$ cat src/rtl/alu_pkg.sv
// ---------------------------------------------------------------------------
// alu_pkg
// Shared definitions for the alu_muldiv block: opcode constants, the
// controller state encoding and helpers derived from the datapath width.
// ---------------------------------------------------------------------------
package alu_pkg;

  // Opcodes presented on ALU_Operation_i
  localparam logic [3:0] OP_ADD   = 4'b0000;
  localparam logic [3:0] OP_SUB   = 4'b0001;
  localparam logic [3:0] OP_OR    = 4'b0010;
  localparam logic [3:0] OP_SLL   = 4'b0011;
  localparam logic [3:0] OP_SRL   = 4'b0100;
  localparam logic [3:0] OP_LUI   = 4'b0101;
  localparam logic [3:0] OP_AND   = 4'b0110;
  localparam logic [3:0] OP_XOR   = 4'b0111;
  localparam logic [3:0] OP_BEQ   = 4'b1000;
  localparam logic [3:0] OP_BNE   = 4'b1001;
  localparam logic [3:0] OP_BLT   = 4'b1010;
  localparam logic [3:0] OP_BGE   = 4'b1011;
  localparam logic [3:0] OP_MUL   = 4'b1100;
  localparam logic [3:0] OP_MULHU = 4'b1101;
  localparam logic [3:0] OP_DIVU  = 4'b1110;
  localparam logic [3:0] OP_REMU  = 4'b1111;

  // LUI places the immediate above the low 12 bits
  localparam int LUI_SHAMT = 12;

  // Controller states
  typedef enum logic [0:0] {
    ST_IDLE = 1'b0,
    ST_BUSY = 1'b1
  } state_t;

  // Number of shift-amount bits taken from B_i for a given datapath width
  function automatic int shamt_width(input int width);
    return $clog2(width);
  endfunction

  // MUL, MULHU, DIVU and REMU all live in the 11xx opcode quadrant
  function automatic logic is_iter_op(input logic [3:0] op);
    return op[3] & op[2];
  endfunction

  // Within the iterative quadrant, bit 1 selects divide over multiply
  function automatic logic is_div_op(input logic [3:0] op);
    return is_iter_op(op) & op[1];
  endfunction

endpackage

$ cat src/rtl/muldiv_iter.sv
// ---------------------------------------------------------------------------
// muldiv_iter
// Iterative unsigned multiplier / restoring divider, one step per clock,
// WIDTH steps per operation.
//   clk, reset   : clock and asynchronous active-low reset
//   start        : load operands and begin (only asserted while idle)
//   op[1:0]      : 00 MUL, 01 MULHU, 10 DIVU, 11 REMU
//   a, b         : operands, captured on start
//   done         : high during the final step; result is valid then
//   result       : value produced by the final step (combinational)
// ---------------------------------------------------------------------------
module muldiv_iter
  import alu_pkg::*;
#(
  parameter int WIDTH = 32
) (
  input  logic             clk,
  input  logic             reset,
  input  logic             start,
  input  logic [1:0]       op,
  input  logic [WIDTH-1:0] a,
  input  logic [WIDTH-1:0] b,
  output logic             done,
  output logic [WIDTH-1:0] result
);

  localparam int CNT_W = shamt_width(WIDTH);

  logic             active_r;
  logic [CNT_W-1:0] cnt_r;
  logic [1:0]       op_r;
  logic [WIDTH-1:0] opnd_r;   // multiplicand (mul) or divisor (div)
  logic [WIDTH-1:0] hi_r;     // product high half / partial remainder
  logic [WIDTH-1:0] lo_r;     // multiplier bits / dividend-quotient bits

  logic [WIDTH:0]   mul_sum_s;
  logic [WIDTH:0]   div_shift_s;
  logic [WIDTH:0]   div_diff_s;
  logic [WIDTH-1:0] hi_next_s;
  logic [WIDTH-1:0] lo_next_s;

  // Shift-add: add the multiplicand into the high half when the current
  // multiplier bit is set; the carry becomes the new MSB after the shift.
  assign mul_sum_s = {1'b0, hi_r} + (lo_r[0] ? {1'b0, opnd_r} : {(WIDTH+1){1'b0}});

  // Restoring divide: bring in the next dividend bit, try subtracting the
  // divisor, and keep the difference only if it did not go negative.
  assign div_shift_s = {hi_r, lo_r[WIDTH-1]};
  assign div_diff_s  = div_shift_s - {1'b0, opnd_r};

  // Next-step values for both halves of the working register
  always_comb begin
    hi_next_s = hi_r;
    lo_next_s = lo_r;
    if (op_r[1]) begin
      hi_next_s = div_diff_s[WIDTH] ? div_shift_s[WIDTH-1:0] : div_diff_s[WIDTH-1:0];
      lo_next_s = {lo_r[WIDTH-2:0], ~div_diff_s[WIDTH]};
    end else begin
      hi_next_s = mul_sum_s[WIDTH:1];
      lo_next_s = {mul_sum_s[0], lo_r[WIDTH-1:1]};
    end
  end

  assign done   = active_r && (cnt_r == CNT_W'(WIDTH - 1));
  // Odd ops (MULHU, REMU) want the high half, even ops the low half
  assign result = op_r[0] ? hi_next_s : lo_next_s;

  // Operand capture on start, then one iteration per clock until done
  always_ff @(posedge clk or negedge reset) begin
    if (!reset) begin
      active_r <= 1'b0;
      cnt_r    <= '0;
      op_r     <= 2'b00;
      opnd_r   <= '0;
      hi_r     <= '0;
      lo_r     <= '0;
    end else if (start) begin
      active_r <= 1'b1;
      cnt_r    <= '0;
      op_r     <= op;
      hi_r     <= '0;
      if (op[1]) begin
        opnd_r <= b;
        lo_r   <= a;
      end else begin
        opnd_r <= a;
        lo_r   <= b;
      end
    end else if (active_r) begin
      hi_r  <= hi_next_s;
      lo_r  <= lo_next_s;
      cnt_r <= cnt_r + CNT_W'(1);
      if (done) begin
        active_r <= 1'b0;
      end
    end
  end

endmodule

$ cat src/rtl/alu_muldiv.sv
// ---------------------------------------------------------------------------
// alu_muldiv
// Integer ALU with single-cycle arithmetic/logic/compare ops and an
// iterative unsigned multiply/divide unit.
//   clk, reset        : clock, asynchronous active-low reset
//   Valid_i / Ready_o : request handshake, accepted when both high at a
//                       rising edge; Ready_o is high only while IDLE
//   ALU_Operation_i   : 4-bit opcode (see alu_pkg)
//   A_i, B_i          : operands
//   Valid_o           : one-cycle pulse when ALU_Result_o/Zero_o update
//   ALU_Result_o      : registered result, held between pulses
//   Zero_o            : registered, high when ALU_Result_o is zero
//   Busy_o            : an iterative operation is in flight
// ---------------------------------------------------------------------------
module alu_muldiv
  import alu_pkg::*;
#(
  parameter int WIDTH = 32
) (
  input  logic             clk,
  input  logic             reset,
  input  logic             Valid_i,
  output logic             Ready_o,
  input  logic [3:0]       ALU_Operation_i,
  input  logic [WIDTH-1:0] A_i,
  input  logic [WIDTH-1:0] B_i,
  output logic             Valid_o,
  output logic [WIDTH-1:0] ALU_Result_o,
  output logic             Zero_o,
  output logic             Busy_o
);

  localparam int SHAMT_W = shamt_width(WIDTH);

  state_t           state_r;
  logic             valid_r;
  logic [WIDTH-1:0] result_r;
  logic             zero_r;

  logic [WIDTH-1:0] alu_s;
  logic             go_iter_s;
  logic             start_s;
  logic             iter_done_s;
  logic [WIDTH-1:0] iter_result_s;

  // A zero divisor is answered directly, so only multiplies and real
  // divides take the iterative path.
  assign go_iter_s = is_iter_op(ALU_Operation_i) &&
                     !(is_div_op(ALU_Operation_i) && (B_i == '0));
  assign start_s   = Valid_i && (state_r == ST_IDLE) && go_iter_s;

  // Single-cycle result, including the divide-by-zero answers
  always_comb begin
    alu_s = '0;
    case (ALU_Operation_i)
      OP_ADD:   alu_s = A_i + B_i;
      OP_SUB:   alu_s = A_i - B_i;
      OP_OR:    alu_s = A_i | B_i;
      OP_SLL:   alu_s = A_i << B_i[SHAMT_W-1:0];
      OP_SRL:   alu_s = A_i >> B_i[SHAMT_W-1:0];
      OP_LUI:   alu_s = B_i << LUI_SHAMT;
      OP_AND:   alu_s = A_i & B_i;
      OP_XOR:   alu_s = A_i ^ B_i;
      OP_BEQ:   alu_s = {{(WIDTH-1){1'b0}}, (A_i == B_i)};
      OP_BNE:   alu_s = {{(WIDTH-1){1'b0}}, (A_i != B_i)};
      OP_BLT:   alu_s = {{(WIDTH-1){1'b0}}, ($signed(A_i) < $signed(B_i))};
      OP_BGE:   alu_s = {{(WIDTH-1){1'b0}}, ($signed(A_i) >= $signed(B_i))};
      OP_DIVU:  alu_s = '1;
      OP_REMU:  alu_s = A_i;
      default:  alu_s = '0;
    endcase
  end

  muldiv_iter #(
    .WIDTH (WIDTH)
  ) u_iter (
    .clk    (clk),
    .reset  (reset),
    .start  (start_s),
    .op     (ALU_Operation_i[1:0]),
    .a      (A_i),
    .b      (B_i),
    .done   (iter_done_s),
    .result (iter_result_s)
  );

  // Controller: accepts requests in IDLE, waits out iterative ops in BUSY,
  // and registers every result together with its Valid_o pulse.
  always_ff @(posedge clk or negedge reset) begin
    if (!reset) begin
      state_r  <= ST_IDLE;
      valid_r  <= 1'b0;
      result_r <= '0;
      zero_r   <= 1'b1;
    end else begin
      valid_r <= 1'b0;
      case (state_r)
        ST_IDLE: begin
          if (Valid_i) begin
            if (go_iter_s) begin
              state_r <= ST_BUSY;
            end else begin
              result_r <= alu_s;
              zero_r   <= (alu_s == '0);
              valid_r  <= 1'b1;
            end
          end
        end
        ST_BUSY: begin
          if (iter_done_s) begin
            state_r  <= ST_IDLE;
            result_r <= iter_result_s;
            zero_r   <= (iter_result_s == '0);
            valid_r  <= 1'b1;
          end
        end
        default: begin
          state_r <= ST_IDLE;
        end
      endcase
    end
  end

  assign Ready_o      = (state_r == ST_IDLE);
  assign Busy_o       = (state_r == ST_BUSY);
  assign Valid_o      = valid_r;
  assign ALU_Result_o = result_r;
  assign Zero_o       = zero_r;

endmodule
$ cat config.mk
export PLATFORM = sky130hd
export DESIGN_NAME = alu_muldiv
export DESIGN_NICKNAME = d
export VERILOG_FILES = /design/src/rtl/alu_pkg.sv /design/src/rtl/muldiv_iter.sv /design/src/rtl/alu_muldiv.sv
export SDC_FILE = /design/constraint.sdc
export NUM_CORES = 1
export LEC_CHECK = 0
export BUFFER_PORTS_ARGS = -buffer_cell sky130_fd_sc_hd__buf_2
export CORE_MARGIN = 1.5
export CORE_UTILIZATION = 43
export DETAILED_ROUTE_END_ITERATION = 12
export GPL_TIMING_DRIVEN = 0
export PLACE_DENSITY = 0.68
export SLEW_MARGIN = 20
export SYNTH_ARGS = -nofsm -noshare
export SYNTH_HDL_FRONTEND = slang
export SYNTH_SLANG_ARGS = --single-unit
export TNS_END_PERCENT = 100
$ cat constraint.sdc
create_clock -name clk -period 5.3 [get_ports clk]
set_input_delay 0.265 -clock clk [delete_from_list [all_inputs] [get_ports clk]]
set_output_delay 0.265 -clock clk [all_outputs]
set_load 0.01 [all_outputs]
Word-level counts from Yosys, hierarchy flattened. Cells that the tools add are included.

Add/sub/neg operators: 5. Multipliers: 0. Divide/modulo/power cells: 0. Magnitude comparators: 2. Equal/unequal tests: 19. Shifts and indexed selects: 2. Muxes and demuxes: 32. Bitwise logic cells: 7. Reduce and logical (&&, ||, !) cells: 12.

Operators by type and width (number): $mux 32 (14); $pmux 32 s14 (1); $logic_not 32->1 (3); $pmux 32 s2 (1); $add 32x33->33 (1); $sub 33x32->33 (1); $add 32x32->32 (1); $and 32x32->32 (1); $eq 32x32->1 (1); $ge 32x32->1 (1); $lt 32x32->1 (1); $ne 32x32->1 (1); $or 32x32->32 (1); $shl 32x5->32 (1); $shr 32x5->32 (1); $sub 32x32->32 (1); $xor 32x32->32 (1); $eq 4x4->1 const B (6); $eq 4x3->1 const B (4); $mux 1 (11); $mux 5 (2); $eq 4x2->1 const B (2); $pmux 1 s2 (3); $add 5x1->5 const B (1); 11 further kinds (18).

Flip-flop bits (word level): 139. Latch bits: 0. Bits in writable memories: 0. Memory bits (read-only): 0. Output and inout bits: 36. Logic and storage cells: 89. Memories: 0.

Depth between registers and ports, before layout.
Word-level depth: 8. Depth in mapped cells: 19. Gate-level depth less buffers: 16.

Cells and area by module. From an unflattened synthesis, not the netlist that was laid out.

Cells, all modules: 2977. Area total of the unflattened synthesis: 22222.6 sq um.

Modules (own cells, without submodules): alu_muldiv (times used 1, cells each 1719, area an instance 11990.2 sq um, sequential area each 877.1 sq um); muldiv_iter (times used 1, cells each 1258, area an instance 10232.3 sq um, sequential area each 2602.5 sq um).

Least setup slack after synthesis. OpenSTA, ideal clock, no wires.

Kind: input -> register. Start: input port B_i[2]. End: register zero_r (netlist: Zero_o). Arrival: 4911 ps. Slack: 303 ps. Stages: 19. Buffers on the path: 5. Cells stage by stage: clkbuf_1 -> inv_1 -> clkbuf_1 -> buf_1 -> clkbuf_1 -> ha_1 -> clkbuf_1 -> nand2b_1 -> a2111oi_0 -> nor3_1 -> a2111oi_0 -> o21ai_0 -> a31oi_1 -> or4_1 -> o211ai_1 -> a2111oi_0 -> nor4b_1 -> a32oi_1 -> o31ai_2.

Cells in the longest elaborated chain, start to end: 6.

Ends and longest elaborated chain: start, declared (line alu_muldiv.sv:26) `input logic [WIDTH-1:0] B_i,`; $sub 32x32->32 (tied with other cells) (line alu_muldiv.sv:57) `OP_SUB: alu_s = A_i - B_i;`; $pmux 32 s14 or $logic_and 1x1->1 (tied branches) (line alu_muldiv.sv:55, alu_muldiv.sv:49); $logic_not 32->1 or $logic_not 1->1 (tied branches) (line alu_muldiv.sv:104, alu_muldiv.sv:49); $mux 1 or $logic_and 1x1->1 (tied branches) (line alu_muldiv.sv:100, alu_muldiv.sv:48); $mux 1 or $ne 2x2->1 (tied branches); $pmux 1 s2 or $reduce_and 3->1 (tied branches); end signal, assigned (line alu_muldiv.sv:104) `zero_r <= (alu_s == '0);`; end signal, assigned (line alu_muldiv.sv:113) `zero_r <= (iter_result_s == '0);`; end, declared (line alu_muldiv.sv:38) `logic zero_r;`.

Several ways; a longest one is shown, not always the timed one. The select of a mux whose other input is x is not followed. A chain may end at the register's enable or synchronous reset.

Worst setup path after layout.
Start: input port ALU_Operation_i[1]. End: register zero_r (netlist: Zero_o).

Cells in the longest elaborated chain, start to end: 6.

Ends and longest elaborated chain: start, declared (line alu_muldiv.sv:24) `input logic [3:0] ALU_Operation_i,`; $eq 4x4->1 (tied with other cells) (line alu_muldiv.sv:55) `case (ALU_Operation_i)`; $pmux 32 s14 or $logic_and 1x1->1 (tied branches) (line alu_muldiv.sv:55, alu_muldiv.sv:49); $logic_not 32->1 or $logic_not 1->1 (tied branches) (line alu_muldiv.sv:104, alu_muldiv.sv:49); $mux 1 or $logic_and 1x1->1 (tied branches) (line alu_muldiv.sv:100, alu_muldiv.sv:48); $mux 1 or $ne 2x2->1 (tied branches); $pmux 1 s2 or $reduce_and 3->1 (tied branches).

Several ways; a longest one is shown, not always the timed one. The select of a mux whose other input is x is not followed.

==> key figures <==
Routing
  • DR pass1 iterations: 9
  • WL/cell: 33.1 µm
  • Via density: 6.87
  • Antenna Nets Post-Route: 0
  • DRT Wirelength: about 120 mm
  • 1st-iter DRT viols: roughly 3600
  • Drt drc: 0
  • Via count: between 20000 and 30000

Logic synthesis
  • Avg Inst Size Synth: 7.37 µm²
  • Post-synth ARST share: between 90% and 100%
  • Prevailing post-synth register cell: dfrtp_1
  • Syn nets: approximately 3200
  • Synthesized cell area: ~22000 µm²
  • Netlist cell types: between 90 and 100
  • Post-Syn Instances: 2939
  • Post-synth top area share: roughly 16%
  • Area leader, netlist: dfrtp_1
  • Synthesized flop and latch total: around 140
  • Ys Warns: 0
  • Main area contributors after synthesis: dfrtp_1 16%, ha_1 9.6%, mux2i_1 8.7%, o21ai_0 5.3%, a21oi_1 5.2%
  • Register area share after synthesis: approximately 16%
  • Number of flops mapped to enable cells by yosys: 0

Setup path
  • Crit path kind: primary input to register
  • Endpoint class of the critical path: register
  • Critical Path AT: slightly below 6 ns
  • Worst-path fanout max: 10
  • Worst Setup Start Kind: primary input
  • Crit path required time: around 5.7 ns

STA
  • Slew @ Worst Pin: 1.31 ns
  • TNS Setup: -0.137 ns
  • Setup ws final: -0.137 ns
  • Final setup viols: 1
  • Fin Clk Skew: roughly 0.0099 ns
  • Period Utilization, post-route: 103%
  • Slew Viols, Final: 0
  • Fin. Hold Viols: 0
  • Fmax: around 0.18 GHz
  • RSZ-0062 raised after global routing: false
  • Fin crit period: 5.44 ns
  • Worst relative slew slack: roughly an eighth

Global route
  • GR Overflow Total: 0
  • Initial antenna violation count: 6
  • Largest net degree at the start of global routing: 87
  • First-pass GRT wire length: ~170 mm
  • Gr usage total: ~47%
  • Number of global-route vias before repair: 24697

Floorplan
  • Starting Density: ~43%
  • Die area: 51700 µm²
  • Core area: roughly 50000 µm²
  • Site Rows: 82
  • Chip Width: 227 µm
  • DIE HEIGHT: 227 µm
  • I/O pin cnt: 107

Placed design
  • Placer congestion estimate: roughly 1.1
  • Port buffer count: around 110
  • Detail Placement HPWL: 101 mm
  • Post-DP Area: between 20000 and 25000 µm²
  • Inst Count DP: between 3000 and 4000

CTS
  • Clk slew on worst S/H paths: about 0.060 ns
  • Clock Latency Late Sink: ~0.45 ns
  • CTS sink cnt: between 100 and 150
  • CTS H-tree depth: 4
  • CTS tree: built
  • Clock Path Buffers: 2
  • CTS Buf Count: 17
  • Root Driver: clkbuf_16

Run status
  • Run status: finished with violations
  • Failing checks: setup timing

Final layout
  • Final nets: 3312
  • Layout cells sized above 1: under 10%
  • Design Area, Final: 23900 µm²
  • Most common cell after layout, fill and taps aside: nand2_1
  • Final Core Density: roughly 48%
  • Commonest non-fill, non-tap cells in the layout: 284 x nand2_1, 258 x nor2_1, 220 x o21ai_0, 220 x a21oi_1, 187 x mux2i_1
  • Layout area overhead: 10.6%
  • Final Non-Filler Cells: 3762

Power and ir drop
  • Pwr/cell area: 613 nW/µm²
  • Total power: approximately 15 mW
  • Leakage power: ~10 nW
  • Max VDD drop: approximately 0.38 mV

Min path
  • Worst min-delay path category: primary input to register

Run
  • Max_cap viols: 0
-- what timing repair did --
action | in CTS | in global routing
hold buffers | 1 | 0
pin swaps | 2 | 6
hold endpoints to repair | 52 | 0
buffers inserted | 5 | 3
resized for setup | 30 | 32
setup endpoints to repair | 25 | 3
-- metrics by stage --
stage	hold WS, ns	setup WS (ns)
final	0.225	-0.137
after global routing	0.230	0.0160
after CTS	0.207	0.0105
after detailed placement	0.218	-2.21
after global placement	0.448	-2.97
after floorplan	-0.0306	0.303
-- cell type report --
cell class,count,area (µm²)
Clock buffer,20,447
Multi-Input combinational cell,2433,17000
Tap cell,672,841
Buffer,221,898
Antenna cell,6,15.0
Sequential cell,139,3480
Fill cell,5225,26000
Timing Repair Buffer,118,668
Inverter,141,534
Clock inverter,12,116
-- layer usage --
layer  GRT usage (%)  wire length [µm]
met5               0                 8
met1            54.6             45400
met3            10.7             12000
met2            73.6             53600
met4            42.9             13500
-- critical path, stage by stage --
cell	delay (ns)
buf_2	0.16
clkbuf_1	0.43
clkinv_1	0.71
nand3_2	0.55
clkbuf_1	0.63
clkbuf_1	0.61
o22ai_1	0.19
o21bai_1	0.80
o211ai_1	0.18
buf_4	0.25
nor3_1	0.19
nand4_1	0.14
nor4b_2	0.37
a32oi_1	0.20
o31ai_2	0.10
-- power breakdown --
part | switching, mW | internal [mW] | leakage (nW)
sequential | 0.623 | 1.62 | 1.62
clock | 0.509 | 0.663 | 0.277
combinational | 7.17 | 4.10 | 8.28
-- cells in the mapped netlist, drive strengths merged, types with 62 or more instances --
cell,number
nand2,285
nor2,258
o21ai,231
a21oi,224
mux2i,188
clkbuf,180
ha,166
dfrtp,138
inv,138
nor3,81
o211ai,72
a211oi,62
-- path summary, 6_finish.rpt --
kind	startpoint	to	slack, ns	cells past startpoint
max in group asynchronous	reset	u_iter.opnd_r[7]$_DFFE_PN0P_	4.15	3
worst max-delay path	ALU_Operation_i[1]	Zero_o$_DFFE_PN1P_	-0.14	15
worst max register to register	u_iter.lo_r[0]$_DFFE_PN0P_	Zero_o$_DFFE_PN1P_	0.18	15
min in group asynchronous	reset	Valid_o$_DFF_PN0_	0.35	2
worst min-delay path	B_i[23]	u_iter.opnd_r[23]$_DFFE_PN0P_	0.23	3
worst min register to register	ALU_Result_o[29]$_DFFE_PN0P_	ALU_Result_o[29]$_DFFE_PN0P_	0.46	2
-- cell families (layout without fill, tap and decap cells) --
kind of cell / count (synthesis) / after routing / synth area share (%)
buf+inv: 367 / 512 / 6.62
fa+ha+maj: 170 / 170 / 9.96
mux: 265 / 265 / 14.2
simple gates: 949 / 949 / 20.8
flops: 139 / 139 / 16.1
other cells: 0 / 6 / 0
compound gates: 978 / 978 / 29.5
xor+xnor: 71 / 71 / 2.87
-- flip-flops by register name, summed over array words and instances (netlist names), 2 cells and up --
signal / flops
ALU_Result_o: 32
u_iter.cnt_r: 5
u_iter.hi_r: 32
u_iter.lo_r: 32
u_iter.op_r: 2
u_iter.opnd_r: 32
(Power assumes the default switching activity.)
